$ cat src/rtl/tanh_input_requant_if.sv
// Stream interface for the tanh input requantiser: accumulator samples in,
// Q3.5 results out, each with a valid/ready handshake.
interface tanh_input_requant_if #(
  parameter int ACC_W = 24
) ();
  logic                    in_valid;
  logic                    in_ready;
  logic signed [ACC_W-1:0] in_acc;
  logic        [7:0]       in_scale;
  logic        [4:0]       in_shift;
  logic                    out_valid;
  logic                    out_ready;
  logic signed [7:0]       out_x;
  logic                    out_sat;

  // Producer/consumer side: drives samples in and accepts results.
  modport master (
    output in_valid, in_acc, in_scale, in_shift, out_ready,
    input  in_ready, out_valid, out_x, out_sat
  );

  // Requantiser side.
  modport slave (
    input  in_valid, in_acc, in_scale, in_shift, out_ready,
    output in_ready, out_valid, out_x, out_sat
  );
endinterface

$ cat src/rtl/tanh_input_requant.sv
// Requantises a signed accumulator into the Q3.5 input of a tanh stage:
// exact multiply by an unsigned scale, round-half-up right shift, clamp to
// 8 bits. Two-stage elastic pipeline with a saturation-event counter.
module tanh_input_requant #(
  parameter int ACC_W = 24,
  parameter int CNT_W = 16
) (
  input  logic                 clk,
  input  logic                 reset,
  tanh_input_requant_if.slave  bus,
  input  logic                 clr_count,
  output logic [CNT_W-1:0]     sat_count
);

  localparam int PW = ACC_W + 9;
  // Wide enough for the product plus the largest rounding increment (2^30).
  localparam int RW = (PW + 1 > 33) ? PW + 1 : 33;
  localparam logic signed [RW-1:0] SAT_HI = RW'(127);
  localparam logic signed [RW-1:0] SAT_LO = RW'(-128);

  logic                 in_fire;
  logic                 out_fire;
  logic                 s2_load;
  logic signed [PW-1:0] prod;

  logic                 s1_v;
  logic signed [PW-1:0] s1_prod;
  logic        [4:0]    s1_shift;

  logic                 s2_v;
  logic        [7:0]    s2_x;
  logic                 s2_sat;

  logic signed [RW-1:0] rnd_inc;
  logic signed [RW-1:0] rnd_sum;
  logic signed [RW-1:0] shifted;
  logic        [7:0]    res_x;
  logic                 res_sat;

  // Handshake: S2 refills when empty or draining; S1 accepts when empty or
  // emptying into S2. in_ready is forced low while reset is asserted.
  assign out_fire     = s2_v & bus.out_ready;
  assign s2_load      = s1_v & (~s2_v | out_fire);
  assign bus.in_ready = reset & (~s1_v | s2_load);
  assign in_fire      = bus.in_valid & bus.in_ready;

  assign prod = PW'(bus.in_acc) * PW'($signed({1'b0, bus.in_scale}));

  assign bus.out_valid = s2_v;
  assign bus.out_x     = s2_x;
  assign bus.out_sat   = s2_sat;

  // Round half toward +inf, arithmetic shift, then clamp to the Q3.5 range.
  always_comb begin
    rnd_inc = '0;
    if (s1_shift != 5'd0)
      rnd_inc = RW'(1) << (s1_shift - 5'd1);
    rnd_sum = RW'(s1_prod) + rnd_inc;
    shifted = rnd_sum >>> s1_shift;
    res_x   = shifted[7:0];
    res_sat = 1'b0;
    if (shifted > SAT_HI) begin
      res_x   = 8'h7f;
      res_sat = 1'b1;
    end else if (shifted < SAT_LO) begin
      res_x   = 8'h80;
      res_sat = 1'b1;
    end
  end

  // Stage 1: exact product and its shift amount.
  always_ff @(posedge clk or negedge reset) begin
    if (!reset) begin
      s1_v     <= 1'b0;
      s1_prod  <= '0;
      s1_shift <= '0;
    end else if (in_fire) begin
      s1_v     <= 1'b1;
      s1_prod  <= prod;
      s1_shift <= bus.in_shift;
    end else if (s2_load) begin
      s1_v     <= 1'b0;
    end
  end

  // Stage 2: rounded and saturated result presented downstream.
  always_ff @(posedge clk or negedge reset) begin
    if (!reset) begin
      s2_v   <= 1'b0;
      s2_x   <= '0;
      s2_sat <= 1'b0;
    end else if (s2_load) begin
      s2_v   <= 1'b1;
      s2_x   <= res_x;
      s2_sat <= res_sat;
    end else if (out_fire) begin
      s2_v   <= 1'b0;
    end
  end

  // Saturation counter: clear wins over increment; sticks at all-ones.
  always_ff @(posedge clk or negedge reset) begin
    if (!reset)
      sat_count <= '0;
    else if (clr_count)
      sat_count <= '0;
    else if (out_fire && s2_sat && (sat_count != '1))
      sat_count <= sat_count + 1'b1;
  end

endmodule

$ cat src/flat_wrapper.sv
// flat-port wrapper written by rule: the top's interface ports become plain ports
module tanh_input_requant_flat 
#(
  parameter int ACC_W = 24,
  parameter int CNT_W = 16
)
  (clk, reset, clr_count, sat_count, bus_in_valid, bus_in_acc, bus_in_scale, bus_in_shift, bus_out_ready, bus_in_ready, bus_out_valid, bus_out_x, bus_out_sat);
  tanh_input_requant_if #(.ACC_W(ACC_W)) bus_i ();
  input  logic clk;
  input  logic reset;
  input  logic clr_count;
  output logic [CNT_W-1:0] sat_count;
  input wire logic [$bits(bus_i.in_valid)-1:0] bus_in_valid;
  input wire logic [$bits(bus_i.in_acc)-1:0] bus_in_acc;
  input wire logic [$bits(bus_i.in_scale)-1:0] bus_in_scale;
  input wire logic [$bits(bus_i.in_shift)-1:0] bus_in_shift;
  input wire logic [$bits(bus_i.out_ready)-1:0] bus_out_ready;
  output wire logic [$bits(bus_i.in_ready)-1:0] bus_in_ready;
  output wire logic [$bits(bus_i.out_valid)-1:0] bus_out_valid;
  output wire logic [$bits(bus_i.out_x)-1:0] bus_out_x;
  output wire logic [$bits(bus_i.out_sat)-1:0] bus_out_sat;
  assign bus_i.in_valid = bus_in_valid;
  assign bus_i.in_acc = bus_in_acc;
  assign bus_i.in_scale = bus_in_scale;
  assign bus_i.in_shift = bus_in_shift;
  assign bus_i.out_ready = bus_out_ready;
  assign bus_in_ready = bus_i.in_ready;
  assign bus_out_valid = bus_i.out_valid;
  assign bus_out_x = bus_i.out_x;
  assign bus_out_sat = bus_i.out_sat;
  tanh_input_requant #(.ACC_W(ACC_W), .CNT_W(CNT_W)) u_core (.clk(clk), .reset(reset), .bus(bus_i), .clr_count(clr_count), .sat_count(sat_count));
endmodule
$ cat config.mk
export PLATFORM = sky130hd
export DESIGN_NAME = tanh_input_requant_flat
export DESIGN_NICKNAME = d
export VERILOG_FILES = /design/src/rtl/tanh_input_requant_if.sv /design/src/rtl/tanh_input_requant.sv /design/src/flat_wrapper.sv
export SDC_FILE = /design/constraint.sdc
export NUM_CORES = 1
export LEC_CHECK = 0
export CAP_MARGIN = 20
export CELL_PAD_IN_SITES_DETAIL_PLACEMENT = 0
export CELL_PAD_IN_SITES_GLOBAL_PLACEMENT = 1
export CORE_AREA = 2 2 224 226
export CTS_CLUSTER_DIAMETER = 80
export CTS_CLUSTER_SIZE = 8
export DETAILED_ROUTE_END_ITERATION = 12
export DIE_AREA = 0 0 226 228
export PLACE_DENSITY = 0.58
export SLEW_MARGIN = 20
export SYNTH_ARGS = -nofsm -noshare
export SYNTH_HDL_FRONTEND = slang
export SYNTH_SLANG_ARGS = --single-unit
export TNS_END_PERCENT = 20
$ cat constraint.sdc
create_clock -name clk -period 5.85 [get_ports clk]
set_input_delay 1.17 -clock clk [delete_from_list [all_inputs] [get_ports clk]]
set_output_delay 1.17 -clock clk [all_outputs]
set_load 0.005 [all_outputs]
==> results.yml, run 1 <==
timing:
  rsz0062_at_grt: "yes"
  timing.slew.headroom: 0.3950
  fin_crit_sh: 0.9912
  hold_viol: 0
  slew_viol_final: 0
  period_needed_ns: 5.799
  worst_pin_slew_ns: 0.9043
  setup_viol: 0
  skew_ns: 0.01081
  setup_slack_ns: 0.05122
  fmax_mhz: 172.5
place:
  port_buffers: 68
  routabilityCongestion: 0.9319
  dp_hpwl_um: 37490
  post-place-ws_ns: -0.8871
detailed_routing:
  drt-vias-per-instance: 5.041
  drc: 0
  drt_wl_total_um: 44860
  wl_per_cell_um: 16.74
  first_pass_iters: 5
  vias: 13505
  ant_nets: 0
  initialDrtViolationCount: 626
yosys:
  synth_nets: 2107
  syn_area_per_cell_um2: 8.043
  synthFlopType: "dfrtp_1"
  ys_types: 102
  yosys-top-cells-area: "fa_1 21%, dfrtp_1 11%, ha_1 8.5%"
  synthTopCellsByCount: "211 x nand2_1, 202 x inv_1, 151 x fa_1, 147 x and2_1, 127 x nor2_1"
  syn_area_um2: 14600
  synth_cells: 1815
  seq_area_frac_synth: 0.1114
  synth_most_common_cell: "nand2_1"
  ys_ff_latch: 65
  async_flop_share: 1.000
  synth_edf_count: 0
  yosysWarnings: 0
  yosysTopAreaCellShare: 0.2071
  yosysTopAreaCell: "fa_1"
setup_path:
  critPathRequiredTime_ns: 6.12
  end_kind: "flip-flop"
  crit_arrival_ns: 6.07
  crit_fanout: 3
  start_kind: "primary input"
  worstSetupPathType: "primary input to flip-flop"
floorplan:
  core-area_um2: 49350
  start_util: 0.2958
  dieArea_um2: 51530
  die_h_um: 228
  rows: 82
  dieWidth_um: 226
  ios: 69
status:
  status: "finished, final reports clean"
clock_network:
  h-tree-depth: 3
  clkSlewWorstSetupHoldPaths_ns: 0.05
  clock-sinks: 65
  root_buffer: "clkbuf_16"
  cts_hold_buf: 0
  numCtsBuffers: 9
  cts_tree: "yes"
  cts_buffer_depth: 2
  clk_latency_ns: 0.35
finish:
  drive_gt1_frac: 0.1824
  fin_util: 0.3641
  area_delta_synth_final_pct: 23.07
  final_nets: 2297
  diodes: 0
  fillers: 5201
min_path:
  hold_path.class: "flip-flop to flip-flop"
grt:
  grt_overflow: 0
  grt_pass1_vias: 13938
  antenna_found_initial: 0
  track_usage: 0.1770
  grt_start_max_net_pins: 52
  grt_pass1_wl_um: 73640
power:
  power.leakage_nw: 8.194
  ir_drop_mv: 0.1818
  power.density_nw_per_um2: 419.9
run:
  drv_cap: 0
-- repair_timing --
action | CTS | global route
setup endpoints to repair | 13 | 17
pin swaps | 56 | 45
gates resized for setup | 115 | 54
buffers inserted | 14 | 4
gates cloned | 3 | 0
-- flip-flops by register name (all words and copies together) (netlist names) --
signal	flops
u_core.sat_count	16
u_core.bus.out_valid	1
u_core.s1_shift	5
u_core.s1_prod	33
u_core.bus.out_x	8
u_core.bus.out_sat	1
u_core.s1_v	1
-- per-stage QoR --
step	std cells	hold slack, ns	instance area, um2	setup TNS (ns)	total power [mW]
final	2679	0.4828	17970	0	7.544
after global routing	2679	0.5170	17970	-0.5067	8.375
after CTS	2677	0.4940	17810	-0.06617	7.457
after detailed placement	2647	0.4807	17270	-9.682	6.714
after global placement	2647	0.4651	17270	-8.977	6.693
after floorplan	1815	0.4498	14750	-0.008707	4.693
-- layer usage --
layer	share of wire	track usage
met5	0	0
met4	0.019	0.04222
met3	0.029	0.01378
met2	0.48	0.3031
met1	0.47	0.2410
-- where the power goes --
group / internal [mW] / total (mW) / switching (mW)
Sequential: 0.601 / 0.706 / 0.105
Clock: 0.314 / 0.504 / 0.191
Combinational: 2.92 / 6.33 / 3.41
Total: 3.84 / 7.54 / 3.71
-- worst max-delay path, cell delays in order --
cell and delay (ns):
dlygate4sd2_1 0.30, nand2_1 0.10, fa_1 0.50, inv_1 0.05, fa_1 0.49, inv_2 0.04, fa_1 0.54, inv_2 0.04
fa_1 0.51, ha_4 0.31, nand3_4 0.06, nor4_4 0.35, o31ai_4 0.10, o211ai_1 0.28, a41oi_2 0.17, o21ai_1 0.16
o211ai_1 0.14, a2111oi_2 0.37, nor2_1 0.10, xor2_1 0.16, o21ai_1 0.11
-- layout by cell type (no fill, tap or decap), types with 8 or more instances in the layout --
cell type | Yosys | layout
or3_1 | 13 | 13
nand4_1 | 22 | 22
mux2_2 | 15 | 15
nand2b_1 | 9 | 9
xnor2_1 | 24 | 24
o21ai_0 | 64 | 56
nor4_1 | 9 | 8
ha_4 | 0 | 12
and3_1 | 20 | 20
a211o_1 | 10 | 10
a31oi_1 | 14 | 14
buf_4 | 5 | 186
xor2_1 | 28 | 28
dfrtp_1 | 65 | 63
inv_1 | 202 | 195
nor3_1 | 47 | 46
o211ai_1 | 13 | 13
o31ai_1 | 22 | 20
inv_2 | 1 | 8
o21a_1 | 16 | 16
a311oi_1 | 10 | 8
nand2_1 | 211 | 202
nand3_1 | 30 | 29
and2_4 | 0 | 10
o21ai_1 | 8 | 16
fa_1 | 151 | 148
ha_1 | 99 | 85
and2_1 | 147 | 137
a21oi_1 | 80 | 75
a21o_1 | 25 | 25
nor2_1 | 127 | 126
mux2i_1 | 24 | 23
clkdlybuf4s50_1 | 0 | 40
buf_6 | 3 | 20
a211oi_1 | 35 | 34
dlygate4sd2_1 | 0 | 10
clkbuf_16 | 0 | 9
-- area by class of cell --
cell class	instances	area, um2	share of cell area
Clock buffer	13	270.3	0.01504
Inverter	203	762.0	0.04241
Multi-Input combinational cell	1452	12180	0.6780
Sequential cell	65	1629	0.09067
Tap cell	672	840.8	0.04680
Timing Repair Buffer	274	2283	0.1271
-- cell families (layout without fill, tap and decap cells) --
logic type	Yosys count	after routing	synth area share
compound gates	426	426	0.2137
buf+inv	298	490	0.08100
other cells	1	1	0.0002569
simple gates	676	676	0.2309
fa+ha+maj	250	250	0.2919
xor+xnor	52	52	0.03120
flops	65	65	0.1114
mux	47	47	0.03960
-- worst paths after layout --
path                                     from                   to  slack (ns)  depth (start not counted)
max                            bus_in_acc[11]   u_core.s1_prod[31]        0.05                         21
min                        u_core.s1_prod[18]   u_core.s1_prod[18]        0.48                          2
max reg2reg                u_core.s1_shift[2]  u_core.bus.out_x[0]        0.32                         19
min reg2reg                u_core.s1_prod[18]   u_core.s1_prod[18]        0.48                          2
max in group asynchronous               reset   u_core.s1_shift[1]        4.17                          2
min in group asynchronous               reset   u_core.s1_prod[32]        0.71                          1
No activity file was read; power rests on OpenSTA's default activity.
==> run 2, diff against run 1 <==
Settings changed: CTS_CLUSTER_DIAMETER 80 to 120.
==> results of run 2 <==
No change in the layout: final DEF, timing and power equal those of run 1.
